==> src/rtl/output_stage.sv <==
// De-skews four staggered segment lanes into one aligned, registered word; 1-4 enabled cycles per lane.
// No backpressure: i_en=0 freezes every lane, the valid pipe and the counter in lockstep.
module output_stage #(
  parameter int P_INPUT_WIDTH = 6,
  parameter int P_CNT_WIDTH   = 16
) (
  input  logic                       i_clk,
  input  logic                       i_rst,
  input  logic                       i_en,
  input  logic                       i_vld,
  input  logic [P_INPUT_WIDTH-1:0]   i_lsb,
  input  logic [P_INPUT_WIDTH-1:0]   i_isb2,
  input  logic [P_INPUT_WIDTH-1:0]   i_isb1,
  input  logic [P_INPUT_WIDTH-1:0]   i_msb,
  output logic [P_INPUT_WIDTH-1:0]   o_msb,
  output logic [P_INPUT_WIDTH-1:0]   o_isb1,
  output logic [P_INPUT_WIDTH-1:0]   o_isb2,
  output logic [P_INPUT_WIDTH-1:0]   o_lsb,
  output logic [4*P_INPUT_WIDTH-1:0] o_word,
  output logic                       o_vld,
  output logic [P_CNT_WIDTH-1:0]     o_cnt
);

  logic [P_INPUT_WIDTH-1:0] lsb_sr [3];
  logic [P_INPUT_WIDTH-1:0] isb2_sr [2];
  logic [P_INPUT_WIDTH-1:0] isb1_sr;
  logic [2:0]               vld_sr;

  // Earlier lanes carry more delay so all four land on the output registers together.
  always_ff @(posedge i_clk) begin
    if (i_rst) begin
      lsb_sr[0]  <= '0;
      lsb_sr[1]  <= '0;
      lsb_sr[2]  <= '0;
      isb2_sr[0] <= '0;
      isb2_sr[1] <= '0;
      isb1_sr    <= '0;
      vld_sr     <= '0;
      o_lsb      <= '0;
      o_isb2     <= '0;
      o_isb1     <= '0;
      o_msb      <= '0;
      o_vld      <= 1'b0;
      o_cnt      <= '0;
    end else if (i_en) begin
      lsb_sr[0]  <= i_lsb;
      lsb_sr[1]  <= lsb_sr[0];
      lsb_sr[2]  <= lsb_sr[1];
      isb2_sr[0] <= i_isb2;
      isb2_sr[1] <= isb2_sr[0];
      isb1_sr    <= i_isb1;
      vld_sr     <= {vld_sr[1:0], i_vld};
      o_lsb      <= lsb_sr[2];
      o_isb2     <= isb2_sr[1];
      o_isb1     <= isb1_sr;
      o_msb      <= i_msb;
      o_vld      <= vld_sr[2];
      if (vld_sr[2]) begin
        o_cnt <= o_cnt + 1'b1;
      end
    end
  end

  assign o_word = {o_msb, o_isb1, o_isb2, o_lsb};

endmodule

==> config.mk <==
export PLATFORM = sky130hd
export DESIGN_NAME = output_stage
export DESIGN_NICKNAME = d
export VERILOG_FILES = /design/src/rtl/output_stage.sv
export SDC_FILE = /design/constraint.sdc
export NUM_CORES = 1
export LEC_CHECK = 0
export BUFFER_PORTS_ARGS = -buffer_cell sky130_fd_sc_hd__buf_2
export CAP_MARGIN = 20
export CORE_AREA = 2 2 87 89
export CTS_CLUSTER_SIZE = 12
export DETAILED_ROUTE_END_ITERATION = 16
export DIE_AREA = 0 0 89 91
export PLACE_DENSITY = 0.8
export SLEW_MARGIN = 10
export SYNTH_ARGS = -nofsm -noshare
export SYNTH_HDL_FRONTEND = slang
export SYNTH_SLANG_ARGS = --single-unit
==> constraint.sdc <==
create_clock -name i_clk -period 1.4 [get_ports i_clk]
set_input_delay 0 -clock i_clk [delete_from_list [all_inputs] [get_ports i_clk]]
set_output_delay 0 -clock i_clk [all_outputs]
set_load 0.01 [all_outputs]
* Yosys cells after proc, flatten, opt, wreduce, memory -nomap -nowiden
Memory sizes are Yosys's and may differ from the RTL's. A register that Yosys moved wholly into a read port is not among the register bits.
Index checks and enable logic that the tools add are counted.
** Storage, ports and cells
- Bits of input ports :: 28
- Register bits after elaboration :: 38
- Word-level logic and storage cells :: 25
- RAM bits :: 30
- Memories :: 2
** Operators by class
- Mux-type cells :: 10
- Reductions and logical operators :: 1
- $add $sub $neg :: 1
- Bitwise logic cells :: 5
** Memory list
- lsb_sr :: depth 3, width 6, rd ports 3, clocked after Yosys merged registers in 1, wr ports 3, line 24 : logic [P_INPUT_WIDTH-1:0] lsb_sr [3];
- isb2_sr :: depth 2, width 6, rd ports 2, clocked after Yosys merged registers in 1, wr ports 2, line 25 : logic [P_INPUT_WIDTH-1:0] isb2_sr [2];
** Operators by type and width (count)
- $mux W6 :: 5
- $add A16 B1 Y16 const B :: 1
- $mux W1 :: 5
- $or A1 B1 Y1 :: 5
- $reduce_and A2 Y1 :: 1

* Longest topological paths before layout
Gate-level depths: netlist of the first run.
- Depth after elaboration :: 4
- Mapped depth :: 5

* Worst setup path before layout of the first run
Ideal clock, no wire load.
- Path kind :: input-to-reg
- Start :: input port i_en
- End :: memory isb2_sr[0][0] (enable)
- Required time :: 1.027 ns
- Slack :: -0.081 ns
- Buffers on the path :: 3
- Setup time :: 0.373 ns
- Arrival time :: 1.108 ns
- Cell stages on the path :: 4
- Path through :: buf_2 buf_2 buf_2 or2_2
** RTL lines
- from (decl) :: line 9 : input logic i_en,
- to (decl) :: line 25

* Worst setup path after layout of the first run
- Start :: register o_cnt[1]
- End :: register o_cnt[8]
** On the way
- Word-level cells in the longest chain between the ends :: 1
** Ends and longest elaborated chain
- from (decl) :: line 21 : output logic [P_CNT_WIDTH-1:0] o_cnt
- from (signal assigned) :: line 59 : o_cnt <= o_cnt + 1'b1;
- $add A16 B1 Y16 :: line 59
Every way passes these cells.
A chain may end at the register's enable or synchronous reset.

==> results of run 1 <==
[metrics by stage]
step | setup TNS, ns | utilization (%)
2_1_floorplan | 0 | -
3_3_place_gp | -0.002300 | 51.35
5_1_grt | -0.4565 | 58.52
6_report | -0.08263 | 58.52
4_1_cts | -0.09222 | 58.22
3_5_place_dp | -0.2383 | 51.35
[sequential cells by signal, summed over array words and instances (netlist names)]
register	cells
o_msb	6
o_cnt	16
isb2_sr	12
isb1_sr	6
o_vld	1
lsb_sr	18
vld_sr	3
o_isb2	6
o_lsb	6
o_isb1	6
[layer usage]
metal | GRT usage [%] | part of all wire [%]
met1 | 19.30 | 43
met2 | 26.68 | 51
met3 | 3.545 | 4.1
met4 | 6.716 | 1.3
met5 | 0 | 0
[worst min-delay path, stage by stage]
cell and delay (ns):
buf_2 0.17, mux2i_1 0.14, nor2_1 0.08
[worst paths after layout]
| check | from | end | slack, ns |
|---|---|---|---|
| worst max-delay path | o_cnt[1] | o_cnt[8] | -0.05 |
| worst max register to register | o_cnt[1] | o_cnt[8] | -0.05 |
| worst min register to register | lsb_sr[2][2] | o_lsb[2] | 0.49 |
| worst min-delay path | i_en | vld_sr[2] | 0.08 |
[cell families after synthesis]
kind of cell               count (synthesis)  synth area share [%]
AOI/OAI and AO/OA                          8                 1.436
xor gates and xnor gates                  12                 3.260
adders and majority gates                  1                0.3880
buffers and inverters                     42                 7.877
DFF                                       80                 58.98
muxes                                     33                 10.24
and+or+nand+nor                          106                 17.81
[layout make-up]
class                           instances  area [um2]  share of cell area, %
Tap cell                               99       123.9                  2.966
Sequential cell                        80        1907                  45.66
Inverter                                4       15.01                 0.3595
Clock inverter                          7       80.08                  1.917
Timing Repair Buffer                  132       823.3                  19.71
Clock buffer                            9       123.9                  2.966
Multi-Input combinational cell        160        1104                  26.42
[synth_stat cells (all sizes together)]
master	n
a21o	1
a21oi	5
a31o	1
and2	30
and4	2
buf	29
clkbuf	9
dfxtp	50
edfxtp	30
ha	1
inv	4
mux2i	33
nand2	6
nand2b	1
nand3	5
nand4	6
nor2	45
nor2b	1
nor3	3
nor4	4
o21ai	1
or2	1
or3	2
xnor2	7
xor2	5
[repair_timing]
| item | CTS | global route |
|---|---|---|
| pin swaps | 2 | 7 |
| hold endpoints to repair | 25 | 0 |
| buffers inserted | 2 | 1 |
| gates resized for setup | 4 | 3 |
| hold buffers | 25 | 0 |
| endpoints found under the setup margin | 3 | 7 |
[report_power, final]
group | total (mW) | switching [mW] | internal, mW
clock | 1.71 | 0.876 | 0.838
combinational | 0.370 | 0.182 | 0.189
sequential | 2.56 | 0.0426 | 2.52
total | 4.65 | 1.10 | 3.55
==> metrics.cfg, run 1 <==
[status]
status = finished with violations
violations = negative setup slack

[clocking]
clkTransAtPathRegs_ns = 0.09
cts_max_level = 3
clk_path_buf_depth = 2
clock_latency_ns = 0.35
root_buffer = clkbuf_8
tritoncts = yes
cts_buffers = 9
cts_sinks = 80

[global_route]
grt_max_degree = 51
grt-ovfl-total = 0
antenna_found_initial = 0
grt_pass1_wl_um = 9860
grt_pass1_vias = 2126
grt_use_total_pct = 15.88

[floorplan]
die_y_um = 91
die-area_um2 = 8099
rows = 31
core_area_um2 = 7137
die_w_um = 89
ioPinCount = 93
start_util_pct = 45.18

[sta]
slew_headroom_pct = 65.89
worst_hold_slack_ns = 0.08273
finalMaxSlewViolations = 0
finalCritPeriodShare_pct = 103.4
setup_viol = 3
setup_ws_ns = -0.04804
rsz0062_at_grt = yes
clock.fmax_ghz = 0.6906
period_minus_slack_ns = 1.448
worstMarginPinSlew_ns = 0.5117
hold_viol = 0
finalClockSkew_ns = 0.01107

[flow_run]
cap_viol_max_count = 0

[cells_and_area]
n_antenna_cell = 0
final_layout_size_suffix_gt1_share_pct = 34.69
nFillCells = 641
instances_no_fill = 491
layout_common_cells = buf_2, dfxtp_1, nor2_1
nets = 416
area_delta_synth_final_pct = 29.53
stdcell_area_um2 = 4177
mostFrequentLayoutCell = buf_2

[synth]
syn_nets = 311
yosys_register_bits = 80
netlist_area_um2 = 3224
yosysWarnings = 0
syn-instance-count = 282
ys_seq_area_share_pct = 58.98
synth_top_area_cell = dfxtp_1
syn_avg_cell_area_um2 = 11.43
synth_top_area_share_pct = 31.04
synth.distinct_cells = 30
netlist_top_cells_area = dfxtp_1, edfxtp_1, mux2i_1

[worst_setup_path]
reg2reg_depth = 5
slowest_delay_ns = 0.43
critPathBufInv = 0
worst-path-stages = 5
required_ns = 1.63
start_kind = flip-flop
worst_ep_arrival_time_ns = 1.68
critPathCaptureType = flip-flop
critical_path_class = flip-flop to flip-flop
cpMaxStageDelayCell = or3_4
path_delay_family = simple AND/OR/NAND/NOR gates
path_cells = ha_4 -> nand4_1 -> or3_4 -> xor2_1 -> nor2_1
cp_max_fo = 4

[routing]
drc = 0
dr.pass1.iters = 4
vias_per_cell = 4.587
drt-initial-drc-count = 88
drtAntennaViolNets = 0
wire_per_inst_um = 12.68
route.vias.total = 2252
totalWireLength_um = 6225

[place]
dp.cells = 447
dp_slack_ns = -0.1010
dp_hpwl_um = 3874
gp_congestion = 0.8187
portBuffers = 92
postPlaceCellArea_um2 = 3665

[worst_hold_path]
worstHoldPathCells = 3
hold_class = input pin to flip-flop

[power_and_ir_drop]
powerDensity_nw_per_um2 = 1112
vdd_drop_max_mv = 0.7106
p_total_mw = 4.646
leakage_nw = 1.921

Power figures use the tool's default switching activity.
==> run 2: changes to the inputs <==
--- a/config.mk
+++ b/config.mk
@@ -5,12 +5,13 @@
 export SDC_FILE = /design/constraint.sdc
 export NUM_CORES = 1
 export LEC_CHECK = 0
+export ABC_AREA = 1
 export BUFFER_PORTS_ARGS = -buffer_cell sky130_fd_sc_hd__buf_2
 export CAP_MARGIN = 20
-export CORE_AREA = 2 2 87 89
+export CORE_AREA = 2 2 90 92
 export CTS_CLUSTER_SIZE = 12
 export DETAILED_ROUTE_END_ITERATION = 16
-export DIE_AREA = 0 0 89 91
+export DIE_AREA = 0 0 92 94
 export PLACE_DENSITY = 0.8
 export SLEW_MARGIN = 10
 export SYNTH_ARGS = -nofsm -noshare
==> run 2 against run 1 <==
  * Critical path depth rose by 2
  * Maximum frequency rose by 10%
  * Design area grew 5.0%
  * Largest power group unchanged
  * Final cell count grew 19%
  * Critical path type unchanged
  * The flow now finishes without violations
==> metrics.cfg, run 2 <==
[synth]
synthTopCellsByCount = inv_1, dfxtp_1, nor2_1
synth_edf_count = 30
synth-simple-area-share_pct = 17.56
syn-instance-count = 379
muxShareOfSynthArea_pct = 0
synthAdderAreaFrac_pct = 0.3540
synth.most_common_cell = inv_1
synth-compound-area-share_pct = 10.90
yosys_register_bits = 80
synth_top_area_cell = dfxtp_1
syn_nets = 408
synth_xor_area_share_pct = 0.4956
netlist_area_um2 = 3535
ys_seq_area_share_pct = 53.81
synth.distinct_cells = 31
ys.flop_type = dfxtp_1
netlist_top_cells_area = dfxtp_1, edfxtp_1, inv_1
async_reset_ff_share_pct = 0
yosysWarnings = 0
synth_top_family_by_area = simple AND/OR/NAND/NOR gates
syn_avg_cell_area_um2 = 9.326
synth_top_area_share_pct = 28.32

[clocking]
cts_buffers = 9
clkTransAtPathRegs_ns = 0.09
tritoncts = yes
clk_path_buf_depth = 2
cts_sinks = 80
cts_max_level = 3
postCtsSetupBuffers = 0
clock_latency_ns = 0.34
root_buffer = clkbuf_8

[cells_and_area]
n_antenna_cell = 0
nets = 507
layout_common_cells = buf_2, inv_1, nor2_1, dfxtp_1, edfxtp_1
top_regs = lsb_sr (18), o_cnt (16), isb2_sr (12)
largest_register_ffs = 18
area_delta_synth_final_pct = 24.07
largest-register = lsb_sr
stdcell_area_um2 = 4385
instances_no_fill = 585
mostFrequentLayoutCell = buf_2
nFillCells = 652
final_layout_size_suffix_gt1_share_pct = 34.37

[place]
dp_hpwl_um = 4417
dp.cells = 543
gp_congestion = 0.8247
postPlaceCellArea_um2 = 3935
portBuffers = 92

[worst_setup_path]
slowest_delay_ns = 0.37
critPathBufInv = 1
path_delay_family = simple AND/OR/NAND/NOR gates
required_ns = 1.64
worst_ep_arrival_time_ns = 1.55
cp_max_fo = 4
path_cells = ha_2 -> inv_1 -> nor2_2 -> nand2_1 -> nor2_2 -> nand2_1 -> and3_1
critPathCaptureType = flip-flop
cpMaxStageDelayCell = dfxtp_4
start_kind = flip-flop
critical_path_class = flip-flop to flip-flop

[routing]
dr.pass1.iters = 4
totalWireLength_um = 6770
drt-initial-drc-count = 91
drc = 0
vias_per_cell = 4.503
route.vias.total = 2634
drtAntennaViolNets = 0
wire_per_inst_um = 11.57

[power_and_ir_drop]
vdd_drop_max_mv = 0.6397
leakage_nw = 2.016
powerDensity_nw_per_um2 = 1030

[global_route]
grt_max_degree = 39
gr-usage-met1_pct = 18.69
grt_use_total_pct = 15.62
grt.busiest_layer = met2
grt_pass1_vias = 2412
antenna_found_initial = 0
grt-ovfl-total = 0
grtUsageMet2_pct = 27.88
use_met3_pct = 3.692
grt_pass1_wl_um = 10730

[sta]
setup_viol = 0
worstMarginPinSlew_ns = 0.3102
clock.fmax_ghz = 0.7609
finalMaxSlewViolations = 0
tns_ns = 0
worst_hold_slack_ns = 0.09445
hold_viol = 0
finalClockSkew_ns = 0.006990
finalCritPeriodShare_pct = 93.87
slew_headroom_pct = 79.32
period_minus_slack_ns = 1.314

[floorplan]
die_y_um = 94
die_w_um = 92
ioPinCount = 93
rows = 32
start_util_pct = 46.46
core_area_um2 = 7607
die-area_um2 = 8648

[flow_run]
cap_viol_max_count = 0

[worst_hold_path]
hold_class = input pin to flip-flop

[status]
status = finished clean

## run 2: path summary, 6_finish.rpt
| check | from | to | slack, ns | cells after the start |
|---|---|---|---|---|
| worst max-delay path | o_cnt[1] | o_cnt[10] | 0.09 | 7 |
| worst min-delay path | i_en | o_msb[4] | 0.09 | 3 |
| worst max register to register | o_cnt[1] | o_cnt[10] | 0.09 | 7 |
| worst min register to register | o_msb[4] | o_msb[4] | 0.47 | 2 |
## run 2: layer usage
metal  vias up  routed length, um
met2        75               3422
met1      1188               2884
met5         -                  0
li1       1366                  -
met4         0                 55
met3         5                408
## run 2: final cells by class
cell class,instances,area [um2],area share (%)
Timing Repair Buffer,127,825.8,18.83
Clock inverter,7,56.30,1.284
Tap cell,102,127.6,2.910
Multi-Input combinational cell,180,1044,23.79
Clock buffer,9,123.9,2.825
Sequential cell,80,1907,43.48
Inverter,80,301.5,6.876
## run 2: stage by stage
step	utilization (%)	worst slack (ns)	power [mW]
finish	57.65	0.08578	4.517
global route	57.65	-0.008258	4.730
CTS	57.52	0.03970	4.572
detailed placement	51.73	0.08675	2.986
global placement	51.73	0.1423	2.972
floorplan	-	0.09771	2.878
## run 2: logic make-up (layout without fill, tap and decap cells)
logic type,Yosys count,after routing
xor gates and xnor gates,2,2
adders and majority gates,1,1
and+or+nand+nor,129,129
buffers and inverters,119,223
AOI/OAI and AO/OA,48,48
DFF,80,80
## run 2: timing repair
| item | in CTS | in global routing |
|---|---|---|
| resized for setup | 0 | 5 |
| setup endpoints to repair | 0 | 3 |
| hold buffers | 26 | 0 |
| endpoints found under the hold margin | 30 | 0 |
## run 2: worst min-delay path, delay by kind of cell
family | cells | cell delay [ns]
buffers and inverters | 1 | 0.20
and+or+nand+nor | 1 | 0.13
AOI/OAI and AO/OA | 1 | 0.05
## run 2: power by group
group | switching [mW] | leakage [nW] | internal, mW
logic | 0.231 | 1.19 | 0.197
registers | 0.0390 | 0.738 | 2.52
clock network | 0.875 | 0.0898 | 0.659
total | 1.15 | 2.02 | 3.37
